[config.mk]
export PLATFORM = sky130hd
export DESIGN_NAME = t08_load_store_unit
export DESIGN_NICKNAME = d
export VERILOG_FILES = /design/src/rtl/t08_load_store_unit.sv
export SDC_FILE = /design/constraint.sdc
export NUM_CORES = 1
export LEC_CHECK = 0
export ABC_AREA = 0
export CORE_ASPECT_RATIO = 0.75
export CORE_MARGIN = 2
export CORE_UTILIZATION = 25
export DETAILED_ROUTE_END_ITERATION = 8
export PLACE_DENSITY = 0.55
export SLEW_MARGIN = 30
export SYNTH_ARGS = -nofsm -noshare
export SYNTH_HDL_FRONTEND = slang
export SYNTH_SLANG_ARGS = --single-unit
export TNS_END_PERCENT = 10
[constraint.sdc]
create_clock -name clk -period 6.2 [get_ports clk]
set_input_delay 1.24 -clock clk [delete_from_list [all_inputs] [get_ports clk]]
set_output_delay 1.24 -clock clk [all_outputs]
set_load 0.1 [all_outputs]
[src/rtl/t08_load_store_unit.sv]
// Load/store unit: decodes RISC-V style memory ops, drives a simple
// req/ack word bus, extracts/extends load data and flags faults.
module t08_load_store_unit #(
    parameter int TIMEOUT = 16
) (
    input  logic        clk,
    input  logic        nRst,
    input  logic [5:0]  alu_control,
    input  logic        mem_valid,
    input  logic [31:0] address,
    input  logic [31:0] store_data,
    input  logic [31:0] bus_rdata,
    input  logic        bus_ack,
    output logic        bus_req,
    output logic        bus_we,
    output logic [31:0] bus_addr,
    output logic [31:0] bus_wdata,
    output logic [3:0]  bus_sel,
    output logic [31:0] load_data,
    output logic        stall,
    output logic        done,
    output logic        misaligned,
    output logic        bus_error
);

    localparam logic [5:0] OP_LB  = 6'd20;
    localparam logic [5:0] OP_LH  = 6'd21;
    localparam logic [5:0] OP_LW  = 6'd22;
    localparam logic [5:0] OP_LBU = 6'd23;
    localparam logic [5:0] OP_LHU = 6'd24;
    localparam logic [5:0] OP_SB  = 6'd25;
    localparam logic [5:0] OP_SH  = 6'd26;
    localparam logic [5:0] OP_SW  = 6'd27;

    localparam logic [7:0] LAST = 8'(TIMEOUT - 1);

    typedef enum logic [1:0] {
        IDLE   = 2'd0,
        ACCESS = 2'd1,
        DONE   = 2'd2
    } state_t;

    state_t      state;
    logic [7:0]  cnt;
    logic [5:0]  op_q;
    logic [1:0]  lo_q;

    logic        valid_op;
    logic        is_store;
    logic        sz_b;
    logic        sz_h;
    logic        sz_w;
    logic        mis_n;
    logic [3:0]  sel_n;
    logic [31:0] wdata_n;
    logic        accept;

    logic [7:0]  byte_v;
    logic [15:0] half_v;
    logic [31:0] ext_v;

    // Decode the incoming request: access size, direction, lanes, data.
    always_comb begin
        valid_op = 1'b0;
        is_store = 1'b0;
        sz_b     = 1'b0;
        sz_h     = 1'b0;
        sz_w     = 1'b0;
        unique case (alu_control)
            OP_LB, OP_LBU: begin
                valid_op = 1'b1;
                sz_b     = 1'b1;
            end
            OP_LH, OP_LHU: begin
                valid_op = 1'b1;
                sz_h     = 1'b1;
            end
            OP_LW: begin
                valid_op = 1'b1;
                sz_w     = 1'b1;
            end
            OP_SB: begin
                valid_op = 1'b1;
                is_store = 1'b1;
                sz_b     = 1'b1;
            end
            OP_SH: begin
                valid_op = 1'b1;
                is_store = 1'b1;
                sz_h     = 1'b1;
            end
            OP_SW: begin
                valid_op = 1'b1;
                is_store = 1'b1;
                sz_w     = 1'b1;
            end
            default: ;
        endcase

        mis_n = (sz_h & address[0]) | (sz_w & (address[1:0] != 2'b00));

        sel_n   = 4'b0000;
        wdata_n = 32'h0;
        if (sz_b) sel_n = 4'b0001 << address[1:0];
        if (sz_h) sel_n = address[1] ? 4'b1100 : 4'b0011;
        if (sz_w) sel_n = 4'b1111;
        if (is_store) begin
            if (sz_b) wdata_n = {4{store_data[7:0]}};
            if (sz_h) wdata_n = {2{store_data[15:0]}};
            if (sz_w) wdata_n = store_data;
        end
    end

    // A request is taken only from IDLE; illegal opcodes are ignored.
    always_comb begin
        accept = nRst & (state == IDLE) & mem_valid & valid_op;
        stall  = (state == ACCESS) | accept;
    end

    // Pick the addressed lane of the returned word and extend it.
    always_comb begin
        byte_v = bus_rdata[{lo_q, 3'b000} +: 8];
        half_v = lo_q[1] ? bus_rdata[31:16] : bus_rdata[15:0];
        ext_v  = 32'h0;
        unique case (op_q)
            OP_LB:   ext_v = {{24{byte_v[7]}}, byte_v};
            OP_LBU:  ext_v = {24'h0, byte_v};
            OP_LH:   ext_v = {{16{half_v[15]}}, half_v};
            OP_LHU:  ext_v = {16'h0, half_v};
            OP_LW:   ext_v = bus_rdata;
            default: ext_v = 32'h0;
        endcase
    end

    // Control FSM with registered bus and status outputs.
    always_ff @(posedge clk or negedge nRst) begin
        if (!nRst) begin
            state      <= IDLE;
            cnt        <= 8'd0;
            op_q       <= 6'd0;
            lo_q       <= 2'd0;
            bus_req    <= 1'b0;
            bus_we     <= 1'b0;
            bus_addr   <= 32'h0;
            bus_wdata  <= 32'h0;
            bus_sel    <= 4'b0000;
            load_data  <= 32'h0;
            done       <= 1'b0;
            misaligned <= 1'b0;
            bus_error  <= 1'b0;
        end else begin
            done       <= 1'b0;
            misaligned <= 1'b0;
            bus_error  <= 1'b0;
            unique case (state)
                IDLE: begin
                    if (accept) begin
                        op_q <= alu_control;
                        lo_q <= address[1:0];
                        cnt  <= 8'd0;
                        if (mis_n) begin
                            state      <= DONE;
                            done       <= 1'b1;
                            misaligned <= 1'b1;
                            load_data  <= 32'h0;
                        end else begin
                            state     <= ACCESS;
                            bus_req   <= 1'b1;
                            bus_we    <= is_store;
                            bus_addr  <= {address[31:2], 2'b00};
                            bus_sel   <= sel_n;
                            bus_wdata <= wdata_n;
                        end
                    end
                end
                ACCESS: begin
                    if (bus_ack || cnt == LAST) begin
                        state     <= DONE;
                        cnt       <= 8'd0;
                        bus_req   <= 1'b0;
                        bus_we    <= 1'b0;
                        bus_addr  <= 32'h0;
                        bus_sel   <= 4'b0000;
                        bus_wdata <= 32'h0;
                        done      <= 1'b1;
                        if (bus_ack) begin
                            if (op_q < OP_SB) load_data <= ext_v;
                        end else begin
                            bus_error <= 1'b1;
                            load_data <= 32'h0;
                        end
                    end else begin
                        cnt <= cnt + 8'd1;
                    end
                end
                DONE: state <= IDLE;
                default: state <= IDLE;
            endcase
        end
    end

endmodule

==> run metrics, run 1 <==
Period minus WS final 4.34 ns; CTS tree yes; # setup viols final 0; GRT overflow 0; final max-slew violation count 0; CP endpoint kind primary output; first-pass GRT wire length 31.5 mm; # Max-Cap Violations 0; ys async rst share 100%; critical-path maximum fanout 10; HPWL after DPL 14.4 mm; Yosys top cell area share 49.6%; Die Width 184 µm; top_reg_cell synth dfrtp_1; hold path endpoint cnt[7]$_DFFE_PN0P_; most common cell in the netlist dfrtp_1; slowest stage cell on the critical path clkdlybuf4s50_1; # hold bufs at CTS 0; number of synthesized flops with an enable pin 0; initial core utilization 25.5%; WL per Instance 17.4 µm; hold crit path type reg2reg; Clock transition at path regs 0.06 ns; crit start category input pin; combinational power share 38.2%; vias 5,443; leakage 3.87 nW; Synth area leader dfrtp_1; area delta synth->final 48.3%; final net count 917; CP max stage delay 0.57 ns; Synth top cells by count dfrtp_1, nand2_1, o21ai_0; crit share post-route 70.0%; postcts setup bufs 0; Final Hold Vio Count 0; kind of critical path in2out; CORE AREA 0.0240 mm²; Sw Ratio 44.0%; top post-synthesis cells by area dfrtp_1, o21ai_0, nand2_1; Worst R2R Start cnt[0]$_DFFE_PN0P_; Die ar. 0.0257 mm²; Syn Area/Cell 9.86 µm²; Post-DRT Antenna Nets 0; Ports 212; worst path cell trace clkdlybuf4s50_1 -> xnor2_1 -> nor2_1 -> o21bai_1 -> inv_1 -> buf_4; n_diodes 0; Sw Pwr 1.41 mW; Chip Height 139 µm; CP delay by family, top buffers and inverters; first-pass detailed-route iteration total 5; via-per-instance ratio 4.72; FF+latch count, synth 121; CTS H-tree lvls 4; routability cong. 0.798; clock network power share 30.9%; initial antenna violation count 0; DR DRC count 0; Max Buffers Root-to-Sink 2; HP Start cnt[7]$_DFFE_PN0P_; status complete, no violations; flop2flop setup slack 3.50 ns; critical path required time 4.96 ns; final setup TNS 0 ns; area of the mapped netlist 0.00611 mm²; final wirelength 20.0 mm; Reg2Reg Depth 8; Yosys warnings 0; number of global-route vias before repair 5,446; arrival time worst endpoint 3.10 ns; CP bufs+invs 3; Worst-Margin Slew 1.04 ns; Max Fclk 231 MHz; CTS Buf Count 17; row cnt 49; pwr/cell area 354 mW/mm²; hold depth 1; R2R Path End bus_we$_DFFE_PN0P_; root buf cell clkbuf_16; Global Route Usage Sum 15.7%; clock latency on the worst-skew pair 0.42 ns; Seq/Total Area, Yosys 49.6%; Final Skew 0.0167 ns; hold slack 0.486 ns; Yosys cell types 56; Iter 0 DRT Violations 343; cell count after synthesis 619; post-CTS sizing 0; Sink Count 121; RSZ-0062 raised after global routing no; share of layout cells above drive strength 1 10.4%; register share of total power 30.9%; Max IR drop VDD 0.000202 V; PortBufs 209; largest net degree at the start of global routing 55; internal power 1.79 mW; slew margin rel. 30.7%
==> worst max path at each step <==
stage                                   end  depth (start not counted)  slack [ns]           start
floorplan                             stall                          5        2.50  alu_control[3]
global placement    bus_addr[9]$_DFFE_PN0P_                          7        1.67  alu_control[3]
detailed placement                    stall                          6        1.86  alu_control[3]
CTS                                   stall                          6        1.84  alu_control[3]
global route                          stall                          6        1.70  alu_control[3]
finish                                stall                          6        1.86  alu_control[3]
==> sequential cells by signal, indices dropped and copies added, names as in the netlist <==
signal	flops
bus_we	1
done	1
bus_addr	30
bus_error	1
load_data	32
cnt	8
op_q	6
bus_req	1
bus_sel	4
lo_q	2
state	2
bus_wdata	32
misaligned	1
==> metrics by stage <==
step / cells / util (%) / cell area (µm²) / setup slack, ns / total power [mW]
3_5_place_dp: 1122 / 35.4 / 8480 / 1.86 / 2.23
5_1_grt: 1154 / 37.8 / 9060 / 1.70 / 3.36
3_3_place_gp: 1121 / 35.3 / 8470 / 1.67 / 2.23
2_1_floorplan: 620 / - / 6110 / 2.50 / 1.88
4_1_cts: 1154 / 37.8 / 9070 / 1.84 / 3.24
6_report: 1154 / 37.8 / 9060 / 1.86 / 3.20
==> kinds of logic (layout without fill, tap and decap cells) <==
| kind of cell | Yosys count | in the layout | synth area share [%] |
|---|---|---|---|
| AO/OA/AOI/OAI | 186 | 186 | 20.4 |
| buffers and inverters | 61 | 264 | 4.41 |
| other | 1 | 2 | 0.0614 |
| AND/OR/NAND/NOR | 193 | 193 | 15.1 |
| flip-flops | 121 | 121 | 49.6 |
| XOR/XNOR | 3 | 3 | 0.430 |
| multiplexers | 53 | 53 | 9.80 |
| adder cells (fa/ha/maj) | 1 | 1 | 0.205 |
==> placed cells by master, fill, tap and decap left out, types with 2 or more instances in the layout <==
cell and n:
inv_8 3, clkdlybuf4s50_1 201, mux2i_1 8, nand4b_1 2
xnor2_1 2, or3_1 2, buf_4 12, conb_1 2
and3_1 6, a22o_1 18, o2bb2ai_1 16, nor2_1 20
inv_6 7, nor2b_1 5, nand3b_1 3, a21oi_1 34
a311oi_1 8, o21a_1 3, o21ai_1 2, mux2_1 22
mux2_2 22, and3b_1 2, nand3_1 42, inv_1 12
clkbuf_16 17, a31oi_1 2, o21ai_0 69, a222oi_1 7
nand2b_1 4, and2_1 3, clkinvlp_4 3, dfrtp_1 121
a22oi_1 4, nand2_1 89, buf_2 6, o211ai_1 2
o21bai_1 2, nor3b_1 4, a221oi_1 9, o21ai_2 2
==> power by group through the flow <==
| stage | clock, mW | sequential, mW | combinational [mW] |
|---|---|---|---|
| 2_1_floorplan | 0 | 1.58 | 0.296 |
| 4_1_cts | 1.02 | 0.992 | 1.23 |
| 3_5_place_dp | 0 | 1.00 | 1.23 |
| 5_1_grt | 1.06 | 1.01 | 1.29 |
| 6_report | 0.990 | 0.992 | 1.22 |
| 3_3_place_gp | 0 | 1.00 | 1.23 |
==> cell type report <==
type	count	area, µm²
inverter	12	45.0
clock buffer	17	425
timing repair buffer	220	2150
fill	2424	14900
sequential	121	3030
multi-input combinational	438	2840
clock inverter	15	156
tap	331	414
==> routing by layer <==
metal	GRT usage, %	vias to the layer above	routed length (µm)
met5	0	-	0
li1	-	2640	-
met1	22.9	2640	9890
met4	3.12	0	85
met3	5.78	7	1450
met2	22.2	156	8600
==> worst reg2reg max path, stage by stage (launching register included) <==
cell	delay, ns
dfrtp_1	0.40
ha_1	0.24
nand4b_1	0.18
nor2_1	0.10
o21ai_2	0.11
buf_4	0.40
a21boi_4	0.57
buf_8	0.26
mux2_1	0.34
(Power assumes the default switching activity.)
==> inputs of run 2 (changes only) <==
- PLACE_DENSITY: 0.55 -> 0.57
- clock period: 6.2 -> 3.8 ns (I/O delays scaled with it)
==> run metrics, run 2 (synthesized netlist as in run 1, its figures left out) <==
status complete, no violations; PortBufs 209; share of layout cells above drive strength 1 10.7%; postcts setup bufs 0; CP endpoint kind primary output; # hold bufs at CTS 0; CTS H-tree lvls 4; CTS Buf Count 17; number of global-route vias before repair 5,485; pwr/cell area 572 mW/mm²; RSZ-0062 raised after global routing no; commonest cells after routing, fill and taps aside clkdlybuf4s50_1, dfrtp_1, nand2_1; Die Width 184 µm; R2R Path End load_data[5]$_DFFE_PN0P_; n_diodes 0; vias 5,536; Worst-Margin Slew 1.01 ns; critical path required time 3.04 ns; largest registers bus_wdata: 32 flops, load_data: 32 flops, bus_addr: 30 flops; slew margin rel. 32.2%; final net count 926; Clock transition at path regs 0.06 ns; Global Route Usage Sum 15.8%; final wirelength 20.4 mm; area delta synth->final 49.8%; Chip Height 139 µm; most common cell after layout, fill and taps aside clkdlybuf4s50_1; Die ar. 0.0257 mm²; Placed Cells 1,130; post-route cell area 0.00915 mm²; CTS tree yes; first-pass GRT wire length 31.3 mm; combinational power share 38.7%; CP max stage delay 0.59 ns; Post-DRT Antenna Nets 0; Final Util 38.2%; hold crit path type in2async; Max Fclk 328 MHz; clock network power share 30.8%; Ports 212; initial antenna violation count 0; arrival time worst endpoint 2.29 ns; Max Buffers Root-to-Sink 2; slowest stage cell on the critical path clkdlybuf4s50_1; crit share post-route 80.1%; Reg2Reg Depth 5; internal power 3.02 mW; Worst R2R Start op_q[0]$_DFFE_PN0P_; final max-slew violation count 0; Iter 0 DRT Violations 357; DP Area 0.00854 mm²; GRT overflow 0; pre-CTS setup slack 0.499 ns; Final Hold Vio Count 0; WL per Instance 17.5 µm; flop2flop setup slack 1.48 ns; HPWL after DPL 14.5 mm; root buf cell clkbuf_16; Period minus WS final 3.05 ns; Sw Ratio 42.3%; Max IR drop VDD 0.000300 V; kind of critical path in2out; CORE AREA 0.0240 mm²; Sink Count 121; # setup viols final 0; final setup TNS 0 ns; clock latency on the worst-skew pair 0.42 ns; worst path cell trace clkdlybuf4s50_1 -> xnor2_1 -> nor2_1 -> o21bai_1 -> inv_1 -> buf_12; DR DRC count 0; leakage 3.92 nW; register share of total power 30.5%; largest net degree at the start of global routing 67; routability cong. 0.789; row cnt 49; crit start category input pin; post-CTS sizing 0; critical-path maximum fanout 10; PnR worst setup slack 0.754 ns; final std cells w/o fill 1,162; # Max-Cap Violations 0; Sw Pwr 2.21 mW; first-pass detailed-route iteration total 5; Final Skew 0.0113 ns; initial core utilization 25.5%; via-per-instance ratio 4.76
-- run 2: layout make-up --
cell class                 count  area, µm²
sequential                   121       3030
inverter                      12       45.0
clock buffer                  21        470
fill                        2383      14800
timing repair buffer         229       2250
clock inverter                10        120
tap                          331        414
multi-input combinational    438       2820
-- run 2: worst max-delay path by stage --
stage	start	slack, ns	cells past startpoint	endpoint
global route	alu_control[2]	0.63	6	stall
detailed placement	alu_control[2]	0.50	7	bus_wdata[16]$_DFFE_PN0P_
finish	alu_control[2]	0.75	6	stall
global placement	alu_control[2]	0.57	7	bus_wdata[8]$_DFFE_PN0P_
floorplan	alu_control[3]	1.06	5	stall
CTS	alu_control[2]	0.76	6	stall
-- run 2: critical path: cells and delay by family --
| kind | cells | cell delay [ns] |
|---|---|---|
| and+or+nand+nor | 1 | 0.10 |
| buffers and inverters | 3 | 0.89 |
| AOI/OAI and AO/OA | 1 | 0.19 |
| xor gates and xnor gates | 1 | 0.34 |
-- run 2: stage by stage --
step / hold slack [ns] / total power, mW
after global placement: 0.467 / 3.66
final: 0.347 / 5.24
after CTS: 0.476 / 5.31
after global routing: 0.353 / 5.48
after floorplan: 0.439 / 3.06
after detailed placement: 0.465 / 3.65
-- run 2: power by group through the flow --
stage / combinational, mW / clock [mW] / sequential (mW)
after floorplan: 0.484 / 0 / 2.58
after global placement: 2.04 / 0 / 1.62
after detailed placement: 2.04 / 0 / 1.61
after CTS: 2.04 / 1.66 / 1.60
after global routing: 2.13 / 1.73 / 1.62
final: 2.03 / 1.61 / 1.60
-- run 2: metal layers --
layer / vias up / part of all wire, % / GRT usage [%]
met5: - / 0 / 0
met4: 0 / 1.1 / 3.75
met3: 16 / 7.8 / 5.10
met2: 179 / 44 / 23.3
met1: 2676 / 47 / 22.3
li1: 2665 / - / -
==> inputs of run 3 (changes only) <==
- PLACE_DENSITY: 0.57 -> 0.55
- clock period: 3.8 -> 3.1 ns (I/O delays scaled with it)
==> run metrics, run 3 (synthesized netlist as in run 1, its figures left out) <==
CTS tree yes; HPWL after DPL 14.6 mm; initial antenna violation count 0; Worst Setup EP stall; largest net degree at the start of global routing 78; initial core utilization 25.5%; arrival time worst endpoint 2.20 ns; hold crit path type in2async; critical path required time 2.48 ns; final wirelength 20.2 mm; status complete, no violations; share of layout cells above drive strength 1 23.0%; Levels on crit path 7; worst path cell trace clkdlybuf4s50_1 -> buf_4 -> xnor2_1 -> nor2_1 -> o21bai_1 -> inv_1 -> buf_12; crit share post-route 90.9%; CP endpoint kind primary output; Chip Height 139 µm; slew margin rel. 51.4%; vias 5,475; kind of critical path in2out; first-pass detailed-route iteration total 5; Clock transition at path regs 0.06 ns; CP delay by family, top buffers and inverters; root buf cell clkbuf_16; hold slack 0.316 ns; # setup viols final 0; flop2flop setup slack 0.84 ns; Ports 212; PortBufs 209; final max-slew violation count 0; Max IR drop VDD 0.000464 V; crit start category input pin; Post-DRT Antenna Nets 0; R2R Path End load_data[15]$_DFFE_PN0P_; Worst R2R Start op_q[0]$_DFFE_PN0P_; Final Util 37.6%; clock latency on the worst-skew pair 0.42 ns; pre-CTS setup slack 0.150 ns; post-CTS sizing 0; critical-path maximum fanout 8; RSZ-0062 raised after global routing no; CORE AREA 0.0240 mm²; # hold bufs at CTS 0; row cnt 49; final net count 933; Iter 0 DRT Violations 331; WL per Instance 17.3 µm; CP max stage delay 0.48 ns; Power, Total 6.44 mW; Sink Count 121; area delta synth->final 47.5%; GRT overflow 0; Final Skew 0.00947 ns; Final Hold Vio Count 0; crit path from alu_control[2]; postcts setup bufs 0; largest registers bus_wdata: 32 flops, load_data: 32 flops, bus_addr: 30 flops; DR DRC count 0; Max Fclk 355 MHz; Die Width 184 µm; first-pass GRT wire length 31.5 mm; # Max-Cap Violations 0; routability cong. 0.818; Period minus WS final 2.82 ns; via-per-instance ratio 4.68; CTS H-tree lvls 4; CTS Buf Count 17; final setup TNS 0 ns; Max Buffers Root-to-Sink 2; Reg2Reg Depth 5; Worst-Margin Slew 0.730 ns; number of global-route vias before repair 5,399; Die ar. 0.0257 mm²; leakage 4.16 nW; n_diodes 0; PnR worst setup slack 0.283 ns; slowest stage cell on the critical path clkdlybuf4s50_1; commonest cells after routing, fill and taps aside buf_4, dfrtp_1, clkdlybuf4s50_1; Global Route Usage Sum 15.9%; most common cell after layout, fill and taps aside buf_4; pwr/cell area 715 mW/mm²; CP bufs+invs 4
-- run 3: per-layer routing --
metal	up-vias	wire length [µm]	track usage, %
met5	-	0	0
met4	0	105	2.82
met3	10	1380	5.16
met2	153	8810	22.5
met1	2645	9910	23.6
li1	2667	-	-
-- run 3: layout make-up --
cell class	count	area (µm²)
Clock buffer	17	425
Timing Repair Buffer	236	2100
Tap cell	331	414
Fill cell	2398	15000
Inverter	12	45.0
Multi-Input combinational cell	438	2820
Clock inverter	14	175
Sequential cell	121	3030
-- run 3: worst min-delay path by stage --
stage,end,slack [ns]
final,bus_addr[25]$_DFFE_PN0P_,0.32
after floorplan,bus_addr[10]$_DFFE_PN0P_,0.32
after detailed placement,bus_req$_DFFE_PN0P_,0.47
after global routing,bus_addr[25]$_DFFE_PN0P_,0.36
after CTS,bus_addr[18]$_DFFE_PN0P_,0.34
after global placement,cnt[7]$_DFFE_PN0P_,0.47
-- run 3: where the power goes --
part           total [mW]  internal [mW]  leakage [nW]  switching [mW]
sequential           1.96           1.78          1.63           0.181
combinational        2.44          0.643          2.24            1.80
clock                2.04           1.27         0.286           0.775
total                6.44           3.69          4.16            2.75
-- run 3: stage by stage --
stage,instances,instance area [µm²]
6_report,1169,9010
5_1_grt,1169,9010
4_1_cts,1169,9010
3_5_place_dp,1138,8410
3_3_place_gp,1138,8400
2_1_floorplan,620,6110
